**src/rtl/if_fetch_buffer.sv**
```systemverilog
// -----------------------------------------------------------------------------
// if_fetch_buffer
//
// Instruction fetch buffer between the PC / instruction-ROM fetch stage and the
// ID stage. Each accepted fetch address is held for one cycle, then paired with
// the synchronous ROM word that returns for it. The pair is queued in a small
// FIFO, so an ID stall does not throw away fetches that are already issued.
//
// Ports
//   clk         clock
//   rst         synchronous, active-high reset
//   stall[5:0]  pipeline stall vector: [0] holds PC/fetch, [1] holds ID
//               (bits [5:2] belong to later stages and are ignored here)
//   flush       branch redirect: discard all queued and in-flight fetches
//   if_pc       fetch address presented to the instruction ROM this cycle
//   if_ce       ROM chip enable (1 = a fetch is being presented)
//   rom_inst    ROM read data for the address presented on the previous cycle
//   id_pc       address of the FIFO head (0 when empty)
//   id_inst     instruction word of the FIFO head (0 / NOP when empty)
//   id_valid    FIFO head is valid
//   fetch_full  to ctrl: no room for a further fetch, request stall[0]
//   ovf_err     sticky: a push was attempted while the FIFO was full
//
// Handshake: the ID side is valid/ready with id_valid as valid and ~stall[1]
// as ready; an entry leaves the FIFO only on a cycle where both are high
// (and no flush). The fetch side uses fetch_full as an inverted ready: ctrl is
// expected to raise stall[0] while fetch_full is high, and a fetch is taken
// only when if_ce is high and stall[0] and flush are both low.
// -----------------------------------------------------------------------------
module if_fetch_buffer #(
  parameter int DEPTH = 4,
  parameter int AW    = 32,
  parameter int DW    = 32
) (
  input  logic          clk,
  input  logic          rst,
  input  logic [5:0]    stall,
  input  logic          flush,
  input  logic [AW-1:0] if_pc,
  input  logic          if_ce,
  input  logic [DW-1:0] rom_inst,
  output logic [AW-1:0] id_pc,
  output logic [DW-1:0] id_inst,
  output logic          id_valid,
  output logic          fetch_full,
  output logic          ovf_err
);

  localparam int PW = $clog2(DEPTH);
  localparam logic [PW:0]   DEPTH_C = (PW+1)'(DEPTH);
  localparam logic [PW:0]   CNT_ONE = (PW+1)'(1);
  localparam logic [PW-1:0] PTR_ONE = PW'(1);

  // Entry storage; contents need no reset because the outputs are masked to
  // zero whenever the FIFO is empty.
  logic [AW-1:0] mem_pc   [DEPTH];
  logic [DW-1:0] mem_inst [DEPTH];

  logic [PW-1:0] wr_ptr;
  logic [PW-1:0] rd_ptr;
  logic [PW:0]   count;

  // Fetch issued last cycle whose ROM word arrives this cycle.
  logic          req_v;
  logic [AW-1:0] req_pc;

  logic          accept;
  logic          push;
  logic          pop;
  logic          full;
  logic          push_ok;
  logic          ovf_now;
  logic [PW+1:0] occupancy;

  logic unused_stall;
  assign unused_stall = ^stall[5:2];

  assign full     = (count == DEPTH_C);
  assign id_valid = (count != '0);

  assign accept  = if_ce & ~stall[0] & ~flush;
  assign push    = req_v & ~flush;
  assign pop     = id_valid & ~stall[1] & ~flush;
  // A push into a full FIFO still fits if the head leaves in the same cycle.
  assign push_ok = push & (~full | pop);
  assign ovf_now = push & full & ~pop;

  // Counts the in-flight fetch as occupied so ctrl can stall the PC from
  // registered state only; no pop term keeps ctrl free of a loop through ID.
  assign occupancy  = {1'b0, count} + {{(PW+1){1'b0}}, req_v};
  assign fetch_full = (occupancy >= {1'b0, DEPTH_C});

  assign id_pc   = id_valid ? mem_pc[rd_ptr]   : '0;
  assign id_inst = id_valid ? mem_inst[rd_ptr] : '0;

  always_ff @(posedge clk) begin
    if (push_ok) begin
      mem_pc[wr_ptr]   <= req_pc;
      mem_inst[wr_ptr] <= rom_inst;
    end
  end

  always_ff @(posedge clk) begin
    if (rst) begin
      req_v  <= 1'b0;
      req_pc <= '0;
    end else begin
      req_v <= accept;
      if (accept) begin
        req_pc <= if_pc;
      end
    end
  end

  always_ff @(posedge clk) begin
    if (rst) begin
      wr_ptr  <= '0;
      rd_ptr  <= '0;
      count   <= '0;
      ovf_err <= 1'b0;
    end else begin
      if (ovf_now) begin
        ovf_err <= 1'b1;
      end
      if (flush) begin
        // Empty the queue in place: the read pointer catches up to the write
        // pointer, which is left where it is.
        count  <= '0;
        rd_ptr <= wr_ptr;
      end else begin
        if (push_ok) begin
          wr_ptr <= wr_ptr + PTR_ONE;
        end
        if (pop) begin
          rd_ptr <= rd_ptr + PTR_ONE;
        end
        case ({push_ok, pop})
          2'b10:   count <= count + CNT_ONE;
          2'b01:   count <= count - CNT_ONE;
          default: count <= count;
        endcase
      end
    end
  end

endmodule

```
**config.mk**
```make
export PLATFORM = sky130hd
export DESIGN_NAME = if_fetch_buffer
export DESIGN_NICKNAME = d
export VERILOG_FILES = /design/src/rtl/if_fetch_buffer.sv
export SDC_FILE = /design/constraint.sdc
export NUM_CORES = 1
export LEC_CHECK = 0
export ABC_AREA = 1
export CAP_MARGIN = 20
export CELL_PAD_IN_SITES_DETAIL_PLACEMENT = 1
export CELL_PAD_IN_SITES_GLOBAL_PLACEMENT = 1
export CORE_MARGIN = 8
export CORE_UTILIZATION = 48
export CTS_CLUSTER_DIAMETER = 150
export DETAILED_ROUTE_END_ITERATION = 8
export GPL_ROUTABILITY_DRIVEN = 0
export PLACE_DENSITY = 0.82
export SETUP_SLACK_MARGIN = 0.2
export SLEW_MARGIN = 25
export SYNTH_ARGS = -nofsm -noshare
export SYNTH_HDL_FRONTEND = slang
export SYNTH_SLANG_ARGS = --single-unit
```
**constraint.sdc**
```tcl
create_clock -name clk -period 11.85 [get_ports clk]
set_clock_uncertainty 0.05 [all_clocks]
set_input_delay 2.37 -clock clk [delete_from_list [all_inputs] [get_ports clk]]
set_output_delay 2.37 -clock clk [all_outputs]
set_load 0.01 [all_outputs]
```
==> key figures <==
Clocking
  • # H-tree levels: 1
  • CTS tree: yes
  • Reg clk slew, reported paths: 60 ps
  • Setup bufs post-CTS: 0
  • CTS Buffer Depth: 3
  • Clk_lat worst skew: 550 ps
  • TritonCTS Buffers: 31
  • Root buffer cell: clkbuf_16
  • Hold buffers post-CTS: 0
  • Cts repair resizes: 0
  • CTS Sinks: 299

Synthesis
  • Mapped Area: 11600 sq um
  • Mux share of post-synthesis cell area: 0%
  • Post-synth top area share: 66.1%
  • Combinational family with the most area after synthesis: compound AO/OA/AOI/OAI gates
  • Yosys warns: 0
  • #FFs+latches synth: 299
  • Top cells by area, synth: edfxtp_1 66%, nor2_1 8.6%, dfxtp_1 7.4%
  • Sequential share of the synthesized area: 73.5%
  • Simple-Gate Fraction of Synth Area: 9.94%
  • Synth Area in Adders: 0.602%
  • Syn Nets: 1049
  • Compound-gate portion of the synthesized area: 11.7%
  • Mapped Cells: 970
  • Post-Synth XOR/XNOR Area: 0.151%
  • Synth area leader: edfxtp_1
  • Post-synth cell types: 28
  • Mean Syn Cell Area: 12.0 sq um

Power
  • Static leakage: 4.78 nW
  • PwrDens: 159 nW/um^2
  • VDD IR max: 0.000112 V

Timing
  • RSZ-0062 raised after global routing: false
  • Fin crit share: 51.7%
  • Fin. Hold Viols: 0
  • Final worst-path setup slack: 5730 ps
  • Max Slew Vio Count: 0
  • Setup-failing EPs final: 0
  • Peak Freq: 163 MHz
  • Crit path time final: 6120 ps
  • WHS: 399 ps
  • Setup TNS: 0 ps
  • Worst-Margin Slew: 1040 ps
  • Rel. slew slack: 30.5%

Global routing
  • First-pass GRT wire length: 45000 microns
  • Gr usage total: 19.6%
  • Largest net degree at the start of global routing: 115
  • Vias in the first global route: 8493
  • Gr ovfl total: 0
  • Initial antenna violation count: 0

Finish
  • NumNets Final: 1171
  • Area Overhead vs Synth: 22.7%
  • Ant diodes: 0
  • Layout Cells excl Fill: 1440
  • Commonest cells after routing, fill and taps aside: 262 x nor2_1, 256 x edfxtp_1, 159 x o21ai_0
  • Area of the multi-input gates: 2630 sq um
  • Fin util: 59.4%
  • Storage cell area: 8550 sq um
  • Commonest non-fill, non-tap cell in the layout: nor2_1
  • Share of post-route cells with drive strength above 1: 6.54%
  • Final-layout fill cell count: 2441

Floorplan
  • Core ar.: 24000 sq um
  • Initial core utilization: 48.4%
  • Chip width: 172 microns
  • Die height: 172 microns
  • IO Count: 141
  • Area of the die: 29500 sq um
  • FP Rows: 57

Worst setup path
  • Worst-path fanout max: 65
  • CP Capture Type: primary output
  • WP data arrival: 3700 ps
  • Worst EP required: 9430 ps
  • Startpoint Class: flop
  • CP Class: flop to primary output
  • Worst-case reg-to-reg path depth: 5

Detailed routing
  • Wire per inst: 20.1 microns
  • Vias: 7721
  • Vias per inst: 5.36
  • Post-route ant nets: 0
  • DR pass1 iterations: 5
  • DRC viols: 0
  • Total Wirelength: 29000 microns
  • Iteration-0 DRC Markers: 445

Worst hold path
  • WHS Path Cells: 2
  • Hold WC Path Type: flop to flop

Place
  • DP Worst Slack: 6250 ps
  • I/O Buffers: 136
  • Cells after DPL: 1383
  • DP HPWL: 16000 microns

Outcome
  • Outcome: complete, no violations

Run
  • Max-cap violations: 0
-- kinds of logic (layout without fill, tap and decap cells) --
| family | after synthesis | in the layout |
|---|---|---|
| AOI/OAI and AO/OA | 268 | 268 |
| adders and majority gates | 5 | 5 |
| DFF | 299 | 299 |
| and+or+nand+nor | 289 | 289 |
| buffers and inverters | 107 | 253 |
| xor gates and xnor gates | 2 | 2 |
-- path summary, 6_finish.rpt --
path	from	end	slack (ps)
setup / recovery	flop	id_pc[23]	5730
hold / removal	ovf_err$_SDFFE_PP0P_	ovf_err$_SDFFE_PP0P_	400
setup reg to reg	req_v$_SDFF_PP0_	mem_inst[1][20]$_DFFE_PP_	9450
hold reg to reg	ovf_err$_SDFFE_PP0P_	ovf_err$_SDFFE_PP0P_	400
-- report_power, final --
part / total, mW / leakage [nW] / internal [mW] / switching (mW)
Sequential: 1.16 / 2.68 / 1.15 / 0.0116
Clock: 1.00 / 0.517 / 0.613 / 0.387
Combinational: 0.105 / 1.58 / 0.0439 / 0.0614
-- through the flow --
step,power [mW],cell area [sq um]
5_1_grt,2.33,14300
3_5_place_dp,1.29,13200
4_1_cts,2.29,14300
6_report,2.27,14300
2_1_floorplan,1.24,11600
3_3_place_gp,1.28,13200
-- synth_stat cells (all sizes together) --
| library cell | count |
|---|---|
| fa | 1 |
| a21oi | 104 |
| nand4 | 3 |
| xnor2 | 1 |
| dfxtp | 43 |
| nand3 | 9 |
| xor2 | 1 |
| nand2 | 9 |
| inv | 50 |
| nand3b | 1 |
| buf | 40 |
| edfxtp | 256 |
| o31ai | 1 |
| clkbuf | 17 |
| ha | 4 |
| nor2 | 267 |
| o21ai | 162 |
| a21boi | 1 |
-- final cells by class --
type | instances | area share, %
Sequential cell | 299 | 59.9
Multi-Input combinational cell | 564 | 18.4
Timing Repair Buffer | 146 | 10.1
Clock buffer | 44 | 6.06
Tap cell | 324 | 2.84
Clock inverter | 13 | 1.33
Inverter | 50 | 1.32
-- metal layers --
metal  share of wire (%)  routed length (microns)  global-route usage [%]  vias up
met5                   0                        0                       0        -
met4                 2.4                      685                    5.60        0
met3                 4.3                     1250                    2.80       56
met2                  52                    15000                    36.0      174
met1                  42                    12000                    23.6     3859
li1                    -                        -                       -     3632
-- sequential cells by signal, indices dropped and copies added, names as in the netlist, named ones only --
| signal | cells |
|---|---|
| mem_inst | 128 |
| mem_pc | 128 |
| req_pc | 32 |
| count | 3 |
| rd_ptr | 2 |
| wr_ptr | 2 |
| ovf_err | 1 |
| req_v | 1 |
-- critical path, stage by stage, from the launching register on --
cell and delay, ps:
dfxtp_2 310, buf_4 680, inv_2 520, buf_4 440, nor2_1 180, o21ai_0 160, a21oi_1 240, clkdlybuf4s50_1 580
Power figures use the tool's default switching activity.
